### src/rtl/mem_arbiter.sv
// ============================================================================
// mem_arbiter
//
// Round-robin arbiter that lets NCH independent requesters (instruction fetch,
// data load/store, debug, ...) share one external memory bus. One transaction
// is outstanding at a time; each one walks IDLE -> ISSUE -> WAIT -> DONE.
//
// Parameters
//   NCH      number of requester channels (>= 2)
//   ADDR_W   address width
//   DATA_W   data width
//   TIMEOUT  WAIT cycles before a transaction is aborted (timeout build only)
//
// Build option
//   MEM_ARB_TIMEOUT_EN  when defined, a WAIT-cycle counter aborts transactions
//                       that see no MEM_data_ready within TIMEOUT cycles and
//                       flags them with O_error. When undefined, O_error is
//                       tied low and WAIT lasts until MEM_data_ready.
//
// Ports (channel i of a flattened bus occupies [i*W +: W])
//   I_clk           clock, rising edge
//   I_reset         asynchronous active-high reset
//   I_exec          per-channel request, held until O_ack[i]
//   I_write         per-channel write flag (1 = write, 0 = read)
//   I_addr          per-channel address
//   I_data          per-channel write data
//   O_ack           one-cycle pulse: request latched
//   O_data_ready    one-cycle pulse: transaction complete
//   O_data          read data of the last completed read (shared)
//   O_error         one-cycle pulse alongside O_data_ready on timeout abort
//   O_busy          high in every state except IDLE
//   MEM_ready       memory can accept a command
//   MEM_exec        one-cycle command strobe
//   MEM_write       command is a write
//   MEM_addr        command address
//   MEM_data_out    write data to memory
//   MEM_data_in     read data from memory
//   MEM_data_ready  memory completion strobe (reads and writes)
// ============================================================================
module mem_arbiter #(
    parameter int NCH     = 2,
    parameter int ADDR_W  = 16,
    parameter int DATA_W  = 16,
    parameter int TIMEOUT = 255
) (
    input  logic                    I_clk,
    input  logic                    I_reset,
    input  logic [NCH-1:0]          I_exec,
    input  logic [NCH-1:0]          I_write,
    input  logic [NCH*ADDR_W-1:0]   I_addr,
    input  logic [NCH*DATA_W-1:0]   I_data,
    output logic [NCH-1:0]          O_ack,
    output logic [NCH-1:0]          O_data_ready,
    output logic [DATA_W-1:0]       O_data,
    output logic                    O_error,
    output logic                    O_busy,
    input  logic                    MEM_ready,
    output logic                    MEM_exec,
    output logic                    MEM_write,
    output logic [ADDR_W-1:0]       MEM_addr,
    output logic [DATA_W-1:0]       MEM_data_out,
    input  logic [DATA_W-1:0]       MEM_data_in,
    input  logic                    MEM_data_ready
);

    localparam int GW = (NCH > 1) ? $clog2(NCH) : 1;

    typedef enum logic [1:0] {
        IDLE  = 2'd0,
        ISSUE = 2'd1,
        WAIT  = 2'd2,
        DONE  = 2'd3
    } state_t;

    state_t          state;
    logic [GW-1:0]   grant;
    logic [GW-1:0]   last_grant;

    logic [GW-1:0]   pick;
    logic            pick_valid;

`ifdef MEM_ARB_TIMEOUT_EN
    // Counter width follows TIMEOUT but is kept within 8..32 bits.
    localparam int TW_RAW = $clog2(TIMEOUT + 1);
    localparam int TW     = (TW_RAW < 8) ? 8 : ((TW_RAW > 32) ? 32 : TW_RAW);

    logic [TW-1:0]   wait_cnt;
    logic            error_q;

    assign O_error = error_q;
`else
    logic            unused_timeout;

    assign unused_timeout = (TIMEOUT != 0);
    assign O_error        = 1'b0;
`endif

    // Round-robin search: start one past the last served channel and wrap
    // modulo NCH, so the channel that just completed has lowest priority.
    // The modulo keeps the wrap correct for non-power-of-two NCH.
    always_comb begin
        logic [GW-1:0] cand;
        cand       = '0;
        pick       = last_grant;
        pick_valid = 1'b0;
        for (int off = 1; off <= NCH; off++) begin
            cand = GW'((int'(last_grant) + off) % NCH);
            if (!pick_valid && I_exec[cand]) begin
                pick       = cand;
                pick_valid = 1'b1;
            end
        end
    end

    // Transaction sequencer. All outputs are registered; pulse outputs
    // default low every cycle and are raised only on the transition into the
    // state where they must be visible.
    always_ff @(posedge I_clk or posedge I_reset) begin
        if (I_reset) begin
            state        <= IDLE;
            grant        <= '0;
            last_grant   <= GW'(NCH - 1);
            O_ack        <= '0;
            O_data_ready <= '0;
            O_data       <= '0;
            O_busy       <= 1'b0;
            MEM_exec     <= 1'b0;
            MEM_write    <= 1'b0;
            MEM_addr     <= '0;
            MEM_data_out <= '0;
`ifdef MEM_ARB_TIMEOUT_EN
            wait_cnt     <= '0;
            error_q      <= 1'b0;
`endif
        end else begin
            O_ack        <= '0;
            O_data_ready <= '0;
            MEM_exec     <= 1'b0;
`ifdef MEM_ARB_TIMEOUT_EN
            error_q      <= 1'b0;
`endif
            case (state)
                IDLE: begin
                    // MEM_addr/MEM_write/MEM_data_out double as the request
                    // latches and stay put until the next grant.
                    if (MEM_ready && pick_valid) begin
                        grant        <= pick;
                        MEM_addr     <= I_addr[pick*ADDR_W +: ADDR_W];
                        MEM_data_out <= I_data[pick*DATA_W +: DATA_W];
                        MEM_write    <= I_write[pick];
                        O_ack        <= NCH'(1) << pick;
                        MEM_exec     <= 1'b1;
                        O_busy       <= 1'b1;
                        state        <= ISSUE;
                    end
                end

                ISSUE: begin
                    // MEM_data_ready is deliberately not looked at here.
`ifdef MEM_ARB_TIMEOUT_EN
                    wait_cnt <= '0;
`endif
                    state <= WAIT;
                end

                WAIT: begin
                    if (MEM_data_ready) begin
                        if (!MEM_write) begin
                            O_data <= MEM_data_in;
                        end
                        O_data_ready <= NCH'(1) << grant;
                        state        <= DONE;
                    end
`ifdef MEM_ARB_TIMEOUT_EN
                    // The abort fires on the TIMEOUT-th WAIT cycle.
                    else if (wait_cnt == TW'(TIMEOUT - 1)) begin
                        O_data       <= '0;
                        error_q      <= 1'b1;
                        O_data_ready <= NCH'(1) << grant;
                        state        <= DONE;
                    end else begin
                        wait_cnt <= wait_cnt + 1'b1;
                    end
`endif
                end

                DONE: begin
                    last_grant <= grant;
                    O_busy     <= 1'b0;
                    state      <= IDLE;
                end

                default: begin
                    O_busy <= 1'b0;
                    state  <= IDLE;
                end
            endcase
        end
    end

endmodule
### config.mk
export PLATFORM = sky130hd
export DESIGN_NAME = mem_arbiter
export DESIGN_NICKNAME = d
export VERILOG_FILES = /design/src/rtl/mem_arbiter.sv
export SDC_FILE = /design/constraint.sdc
export NUM_CORES = 1
export LEC_CHECK = 0
export ABC_CLOCK_PERIOD_IN_PS = 3300
export CAP_MARGIN = 20
export CORE_MARGIN = 10
export CORE_UTILIZATION = 25
export DETAILED_ROUTE_END_ITERATION = 8
export PLACE_DENSITY = 0.59
export SLEW_MARGIN = 10
export SYNTH_ARGS = -nofsm -noshare
export SYNTH_HDL_FRONTEND = slang
export SYNTH_SLANG_ARGS = --single-unit
### constraint.sdc
create_clock -name I_clk -period 3.3 [get_ports I_clk]
set_input_delay 0.495 -clock I_clk [delete_from_list [all_inputs] [get_ports I_clk]]
set_output_delay 0.495 -clock I_clk [all_outputs]
set_load 0.005 [all_outputs]
==> results of run 1 <==
## registers in the layout, summed over array words and instances (netlist names)
register / count
MEM_addr: 16
MEM_data_out: 16
O_data: 16
O_ack: 2
O_data_ready: 2
state: 2
MEM_exec: 1
MEM_write: 1
O_busy: 1
grant: 1
last_grant: 1
## metal layers
metal / vias up / GRT usage [%] / part of all wire (%) / routed length, um
met5: - / 0 / 0 / 0
met4: 0 / 3.58 / 1.3 / 111
met3: 9 / 3.89 / 8.2 / 692
met2: 74 / 18.7 / 49 / 4160
met1: 977 / 13.5 / 41 / 3460
li1: 962 / - / - / -
## cells in the final DEF, fill, tap and decap left out, drive strengths merged
cell,instances
a21oi,4
a221o,33
a2bb2oi,2
and2,33
buf,4
bufinv,1
clkbuf,9
clkdlybuf4s50,142
clkinv,3
clkinvlp,1
conb,1
dfrtp,58
dfstp,1
ha,4
inv,6
mux2,17
nand2,3
nand3,2
nor2,3
nor2b,1
o211ai,1
o21ai,2
or2,1
## worst max-delay path, delay by kind of cell, from the launching register on
kind / cells / cell delay, ps
adders and majority gates: 1 / 220
buffers and inverters: 1 / 80
DFF: 1 / 360
muxes: 1 / 410
and+or+nand+nor: 2 / 830
## cell type report
class | instances | share of cell area (%)
Tap cell | 136 | 3.95
Sequential cell | 59 | 34.3
Inverter | 6 | 0.523
Clock inverter | 5 | 1.31
Multi-Input combinational cell | 107 | 23.0
Timing Repair Buffer | 146 | 34.0
Clock buffer | 9 | 2.88
## power breakdown
group          total [mW]  switching [mW]  internal (mW)
logic                1.54           0.499           1.04
clock network       0.628           0.289          0.339
registers            1.23           0.175           1.06
total                3.40           0.963           2.44
## worst max-delay path by stage
stage	end	slack (ps)	cells after the start
after floorplan	MEM_addr[0]	1350	1
after global placement	MEM_addr[12]	980	5
after detailed placement	MEM_addr[0]	970	5
after CTS	O_data[12]	1260	5
after global routing	O_data[12]	1090	5
final	O_data[12]	1260	5
## per-stage QoR
| step | instance area (um^2) | hold slack (ps) |
|---|---|---|
| 6_report | 4300 | 459 |
| 4_1_cts | 4300 | 467 |
| 3_3_place_gp | 4120 | 449 |
| 2_1_floorplan | 2600 | 423 |
| 5_1_grt | 4300 | 492 |
| 3_5_place_dp | 4120 | 452 |
## kinds of logic after synthesis
| kind of cell | Yosys count | synth area share, % |
|---|---|---|
| flip-flops | 59 | 56.9 |
| AND/OR/NAND/NOR | 43 | 9.68 |
| AO/OA/AOI/OAI | 42 | 16.9 |
| buffers and inverters | 18 | 5.63 |
| multiplexers | 17 | 8.81 |
| adder cells (fa/ha/maj) | 4 | 1.93 |
| other | 1 | 0.144 |
==> flow_summary_export.csv, run 1 <==
group,metric,value,unit
timing,timing.fmax,491,MHz
power,vdd_drop_max,0.319,mV
routing,totalWireLength,8.42,mm
final_layout,syn_to_final_growth,65.6,%
grt,grt_pass1_wl,13.1,mm
floorplanning,top_level_ports,144,
final_layout,register_area,1480,um^2
timing,timing.final.max_slew_violations,0,
synth,avgSynthCellArea,14.1,um^2
floorplanning,die_x,122,um
floorplanning,die_h,122,um
clock_network,path_clk_slew,60,ps
placement,gp_congestion,0.733,
final_layout,drive_gt1_share,20.2,%
critical_path,r2r-end,"O_data[12]",
clock_network,cts_repair_resize_count,0,
final_layout,fin_cells,468,
synth,synth_most_common_cell,"dfrtp_1",
synth,synth_top_area_share,55.8,%
final_layout,diodes,0,
clock_network,cts_root_buf,"clkbuf_8",
final_layout,final_util,42.1,%
final_layout,nNetsFinal,421,
timing,rsz0062_at_grt,"false",
critical_path,worstPathCellList,"inv_1 > ha_1 > nand2_1 > or2_1 > mux2_2",
routing,drt_first_pass_iters,4,
clock_network,cts_max_path_buffers,2,
placement,dp_hpwl,6.27,mm
grt,antenna_found_initial,0,
grt,grtUsageTotal,11.3,%
worst_hold_path,holdPathStages,1,
critical_path,cp.required,3510,ps
timing,fin_worst_skew,11.5,ps
final_layout,num-fill-cells,983,
timing,setup_viol_count_final,0,
synth,ys_ff_latch,59,
clock_network,clock_sinks,59,
critical_path,crit_type,"reg2reg",
timing,tns,0,ps
critical_path,cp_max_fo,16,
routing,antenna_left,0,
clock_network,post_cts_buffers,0,
outcome,outcome,"finished, final reports clean",
timing,period_needed,2040,ps
routing,routedWlPerCell,18.0,um
critical_path,r2r_setup_slack,1260,ps
floorplanning,initial_core_util,25.4,%
run,drv_cap,0,
timing,fin_crit_sh,61.7,%
clock_network,worstSkewPairLatency,330,ps
critical_path,crit_slowest_cell,"or2_1",
power,powerDensity,790,nW/um^2
timing,worst_slew_pin_slew,919,ps
timing,final.setup.worst_slack,1260,ps
grt,overflow,0,
power,p_leak,1.81,nW
clock_network,cts_buffers,9,
floorplanning,core,10200,um^2
grt,grt_pass1_vias,2319,
routing,drc,0,
critical_path,ff2ff_path_depth,5,
critical_path,crit_path_max_incr_delay,720,ps
routing,drt_iter0_drc,70,
critical_path,startpoint,"state[0]",
floorplanning,rows,37,
routing,routed-via-count,2022,
worst_hold_path,hold_class,"reg2reg",
synth,synth-edff-count,0,
synth,async_flop_share,100,%
synth,yosys_warnings,0,
worst_hold_path,whs_endpoint,"O_data_ready[0]",
synth,yosys-top-cells-count,"dfrtp_1, and2_0, a221o_2",
timing,finalHoldViolations,0,
synth,synth_top_cell_by_area,"dfrtp_1",
critical_path,arrival,2250,ps
critical_path,start_kind,"flop",
power,fin_total_pwr,3.40,mW
synth,syn_nets,276,
synth,syn_inst,184,
routing,viasPerCell,4.32,
placement,dpl.cell_count,454,
synth,ys.flop_type,"dfrtp_1",
clock_network,cts_tree,"built",
synth,synth_area,2600,um^2
synth,synth_cell_types,25,
placement,post-place-ws,966,ps
placement,portBuffers,142,
grt,grt_start_max_net_pins,60,
synth,ys_seq_area_share,56.9,%
clock_network,ctsHoldBuffers,0,
clock_network,htreeDepth,3,
timing,slew_headroom,38.7,%
critical_path,crit-reg2reg-launch,"state[0]",
worst_hold_path,min_from,"grant",
critical_path,critPathCaptureType,"flop",
floorplanning,design.die.area,14900,um^2
final_layout,multi_input_area,990,um^2
synth,synthTopCellsByArea,"dfrtp_1, a221o_2, and2_0",
(Power assumes the default switching activity.)
==> run 2: changes to the inputs <==
--- a/config.mk
+++ b/config.mk
@@ -5,7 +5,7 @@
 export SDC_FILE = /design/constraint.sdc
 export NUM_CORES = 1
 export LEC_CHECK = 0
-export ABC_CLOCK_PERIOD_IN_PS = 3300
+export ABC_CLOCK_PERIOD_IN_PS = 2100
 export CAP_MARGIN = 20
 export CORE_MARGIN = 10
 export CORE_UTILIZATION = 25
==> constraint.sdc (replaced) <==
create_clock -name I_clk -period 2.1 [get_ports I_clk]
set_input_delay 0.315 -clock I_clk [delete_from_list [all_inputs] [get_ports I_clk]]
set_output_delay 0.315 -clock I_clk [all_outputs]
set_load 0.005 [all_outputs]
==> run 2 against run 1 <==
  * Sequential cell count unchanged
  * Final area grew 0.76%
  * Global-route usage decreased by 0.18 points
  * Clock skew is 4.3 ps lower
  * Critical path type unchanged
  * Largest power group unchanged
==> flow_summary_export.csv, run 2 (synthesized netlist as in run 1, its figures left out) <==
group,metric,value,unit
grt,grt_start_max_net_pins,60,
clock_network,ctsHoldBuffers,0,
placement,post-place-ws,202,ps
clock_network,cts_repair_resize_count,0,
final_layout,syn_to_final_growth,66.9,%
clock_network,cts_buffers,9,
floorplanning,top_level_ports,144,
final_layout,register_area,1480,um^2
timing,finalHoldViolations,0,
final_layout,multi_input_area,990,um^2
worst_hold_path,hold_class,"in2async",
timing,fin_worst_skew,7.17,ps
critical_path,start_kind,"flop",
clock_network,clock_sinks,59,
grt,grt_pass1_wl,13.0,mm
power,p_leak,1.83,nW
placement,dpl.cell_count,458,
grt,grtUsageTotal,11.1,%
routing,routed-via-count,2080,
power,powerDensity,1240,nW/um^2
clock_network,path_clk_slew,80,ps
routing,drt_first_pass_iters,4,
placement,gp_congestion,0.722,
outcome,outcome,"finished, final reports clean",
final_layout,mostFrequentLayoutCells,"clkdlybuf4s50_1, dfrtp_1, and2_0, a221o_2, mux2_4",
floorplanning,core,10200,um^2
critical_path,cp_max_fo,27,
run,drv_cap,0,
placement,portBuffers,142,
critical_path,crit_type,"reg2reg",
routing,drt_iter0_drc,130,
clock_network,cts_tree,"built",
power,fin_total_pwr,5.37,mW
placement,post_dp_cell_area,4150,um^2
floorplanning,design.die.area,14900,um^2
routing,routedWlPerCell,17.7,um
grt,antenna_found_initial,0,
timing,final.setup.worst_slack,375,ps
timing,timing.fmax,580,MHz
final_layout,fin_cells,473,
timing,rsz0062_at_grt,"false",
clock_network,post_cts_buffers,0,
timing,tns,0,ps
final_layout,fin_area,4340,um^2
grt,grt_pass1_vias,2246,
clock_network,worstSkewPairLatency,330,ps
final_layout,num-fill-cells,969,
final_layout,layout_commonest_cell,"clkdlybuf4s50_1",
timing,fin_crit_sh,82.1,%
routing,drc,0,
grt,overflow,0,
critical_path,arrival,1930,ps
floorplanning,die_x,122,um
critical_path,cp.required,2300,ps
timing,timing.final.max_slew_violations,0,
timing,period_needed,1730,ps
routing,viasPerCell,4.40,
clock_network,htreeDepth,3,
clock_network,cts_max_path_buffers,2,
floorplanning,rows,37,
final_layout,nNetsFinal,425,
floorplanning,initial_core_util,25.4,%
final_layout,diodes,0,
placement,dp_hpwl,6.29,mm
routing,antenna_left,0,
routing,totalWireLength,8.37,mm
final_layout,reg_top3,"MEM_addr: 16 flops, MEM_data_out: 16 flops, O_data: 16 flops",
critical_path,critPathCaptureType,"flop",
clock_network,cts_root_buf,"clkbuf_8",
timing,setup_viol_count_final,0,
power,vdd_drop_max,0.381,mV
floorplanning,die_h,122,um
final_layout,drive_gt1_share,21.1,%
[run 2: worst paths after layout]
| kind | startpoint | endpoint | slack, ps | cells after the start |
|---|---|---|---|---|
| min in group I_clk | grant | O_data_ready[0] | 470 | 1 |
| max reg2reg | state[0] | MEM_addr[1] | 370 | 6 |
| min | I_reset | O_data[8] | 360 | 3 |
| max in group asynchronous | I_reset | last_grant | 1420 | 3 |
| max | state[0] | MEM_addr[1] | 370 | 6 |
| min reg2reg | grant | O_data_ready[0] | 470 | 1 |
[run 2: power breakdown]
group	switching (mW)	internal (mW)	total, mW
Clock	0.453	0.538	0.991
Combinational	0.798	1.65	2.45
Sequential	0.268	1.66	1.93
[run 2: cell type report]
cell class / count / area share, %
repair buffers: 150 / 34.4
clock buffers: 10 / 2.94
inverters: 6 / 0.519
clock inverters: 5 / 1.27
multi-input cells: 107 / 22.8
well taps: 136 / 3.92
flip-flops and latches: 59 / 34.1
[run 2: worst max-delay path, cell delays in order (launching register included)]
cell and delay [ps]:
dfrtp_1 400, inv_1 100, ha_1 290, o211ai_4 110, buf_4 230, and2_0 180
a221o_2 300
[run 2: routing by layer]
metal | share of wire [%] | vias to the layer above | GRT usage, %
li1 | - | 967 | -
met1 | 40 | 1030 | 13.3
met2 | 50 | 75 | 18.2
met3 | 8.9 | 8 | 3.93
met4 | 0.92 | 0 | 3.58
met5 | 0 | - | 0
[run 2: stage by stage]
step | hold slack (ps) | utilization [%]
after floorplan | 423 | -
after global placement | 448 | 40.6
after detailed placement | 464 | 40.6
after CTS | 368 | 42.4
after global routing | 420 | 42.4
final | 362 | 42.4
==> run 3: changes to the inputs <==
--- a/config.mk
+++ b/config.mk
@@ -5,12 +5,12 @@
 export SDC_FILE = /design/constraint.sdc
 export NUM_CORES = 1
 export LEC_CHECK = 0
-export ABC_CLOCK_PERIOD_IN_PS = 2100
+export ABC_CLOCK_PERIOD_IN_PS = 1560
 export CAP_MARGIN = 20
 export CORE_MARGIN = 10
 export CORE_UTILIZATION = 25
 export DETAILED_ROUTE_END_ITERATION = 8
-export PLACE_DENSITY = 0.59
+export PLACE_DENSITY = 0.61
 export SLEW_MARGIN = 10
 export SYNTH_ARGS = -nofsm -noshare
 export SYNTH_HDL_FRONTEND = slang
==> constraint.sdc (replaced) <==
create_clock -name I_clk -period 1.56 [get_ports I_clk]
set_input_delay 0.234 -clock I_clk [delete_from_list [all_inputs] [get_ports I_clk]]
set_output_delay 0.234 -clock I_clk [all_outputs]
set_load 0.005 [all_outputs]
==> run 3 against run 2 <==
  * Combinational power grew 55%
  * Largest power group unchanged
  * Critical path depth unchanged
  * Via count is 1.1% higher
  * Highest routed layer unchanged
==> flow_summary_export.csv, run 3 (synthesized netlist as in run 1, its figures left out) <==
group,metric,value,unit
clock_network,cts_max_path_buffers,2,
grt,antenna_found_initial,0,
critical_path,worstPathCellList,"inv_2 > ha_4 > nand2_4 > or2_4 > clkbuf_16 > mux2_4",
placement,portBuffers,142,
critical_path,critPathCaptureType,"flop",
floorplanning,design.die.area,14900,um^2
power,switching_power,2.22,mW
critical_path,crit_buf_inv,2,
floorplanning,top_level_ports,144,
timing,setup_viol_count_final,0,
clock_network,worstSkewPairLatency,330,ps
clock_network,clock_sinks,59,
critical_path,arrival,1770,ps
placement,dpl.cell_count,467,
grt,grt_start_max_net_pins,60,
final_layout,num-fill-cells,959,
critical_path,start_kind,"flop",
grt,grt_pass1_wl,13.1,mm
routing,drt_first_pass_iters,4,
final_layout,fin_cells,487,
clock_network,ctsHoldBuffers,0,
clock_network,cts_tree,"built",
timing,fin_worst_skew,11.4,ps
floorplanning,initial_core_util,25.4,%
critical_path,cp.required,1780,ps
critical_path,critical-path-top-delay-family,"flip-flops",
routing,drc,0,
routing,drt_iter0_drc,84,
floorplanning,core,10200,um^2
power,seqPwrFrac,34.3,%
clock_network,path_clk_slew,80,ps
timing,final.setup.worst_slack,10.7,ps
clock_network,cts_buffers,9,
timing,timing.final.max_slew_violations,0,
power,internal_power,5.40,mW
timing,finalHoldViolations,0,
critical_path,startpoint,"state[0]",
placement,gp_congestion,0.760,
routing,antenna_left,0,
final_layout,drive_gt1_share,27.9,%
grt,grt_pass1_vias,2368,
final_layout,final_util,44.9,%
routing,totalWireLength,8.67,mm
run,drv_cap,0,
routing,viasPerCell,4.32,
final_layout,layout_commonest_cell,"clkdlybuf4s50_1",
timing,fin_crit_sh,99.3,%
worst_hold_path,hold_class,"in2async",
power,p_leak,1.96,nW
grt,grtUsageTotal,11.4,%
routing,routedWlPerCell,17.8,um
power,powerDensity,1660,nW/um^2
floorplanning,die_h,122,um
timing,timing.fmax,645,MHz
final_layout,diodes,0,
critical_path,crit_type,"reg2reg",
final_layout,syn_to_final_growth,76.6,%
critical_path,crit_slowest_cell,"dfrtp_1",
critical_path,crit_path_max_incr_delay,390,ps
final_layout,mostFrequentLayoutCells,"clkdlybuf4s50_1, dfrtp_1, a221o_2, and2_0, buf_4",
timing,rsz0062_at_grt,"true",
final_layout,reg_top3,"MEM_addr: 16 flops, MEM_data_out: 16 flops, O_data: 16 flops",
timing,period_needed,1550,ps
timing,tns,0,ps
final_layout,nNetsFinal,438,
outcome,outcome,"finished, final reports clean",
floorplanning,die_x,122,um
power,vdd_drop_max,0.505,mV
clock_network,cts_root_buf,"clkbuf_8",
floorplanning,rows,37,
power,power_frac_clock,15.9,%
placement,dp_hpwl,6.40,mm
critical_path,cp_max_fo,8,
routing,routed-via-count,2102,
clock_network,htreeDepth,3,
grt,overflow,0,
critical_path,crit-reg2reg-launch,"state[0]",
placement,post-place-ws,-185,ps
power,combPwrFrac,49.8,%
power,p_sw_share,29.1,%
==> run 3: final cells by class <==
type	instances	area, um^2	share of cell area, %
Timing Repair Buffer	163	1690	36.8
Sequential cell	59	1480	32.2
Multi-Input combinational cell	107	1060	23.0
Tap cell	136	170	3.71
Clock buffer	9	124	2.70
Clock inverter	7	45.0	0.981
Inverter	6	26.3	0.572
==> run 3: through the flow <==
stage / hold WS, ps / total power, mW / cell area, um^2
after floorplan: 333 / 4.15 / 2620
final: 347 / 7.62 / 4590
after global placement: 443 / 6.14 / 4310
after CTS: 326 / 7.55 / 4510
after detailed placement: 451 / 6.19 / 4310
after global routing: 360 / 8.19 / 4590
==> run 3: worst paths after layout <==
kind	end	slack (ps)	depth (start not counted)
max	O_data[7]	10	6
min	O_data[3]	350	3
max reg2reg	O_data[7]	10	6
min reg2reg	O_data_ready[0]	460	1
max in group asynchronous	last_grant	900	3
min in group I_clk	O_data_ready[0]	460	1
==> run 3: tightest hold or removal path: stages <==
cell             delay [ps]
clkdlybuf4s50_1         450
clkinvlp_4              100
buf_12                  290
==> run 3: repair_timing <==
action / CTS / global route
buffers inserted: 1 / 2
gates cloned: 0 / 1
endpoints found under the setup margin: 50 / 43
resized for setup: 5 / 20
pin swaps: 0 / 2
hold endpoints to repair: 0 / 0
==> run 3: layer usage <==
| layer | up-vias | GRT usage [%] | wire (um) |
|---|---|---|---|
| li1 | 1000 | - | - |
| met4 | 0 | 2.68 | 25 |
| met3 | 2 | 4.76 | 611 |
| met1 | 1030 | 13.1 | 3690 |
| met2 | 70 | 19.1 | 4340 |
| met5 | - | 0 | 0 |
==> run 3: power by group through the flow <==
stage	clock network (mW)	registers [mW]	logic, mW
finish	1.21	2.61	3.80
global placement	0	2.61	3.54
detailed placement	0	2.61	3.58
CTS	1.27	2.61	3.66
floorplan	0	2.64	1.51
global route	1.36	2.71	4.12
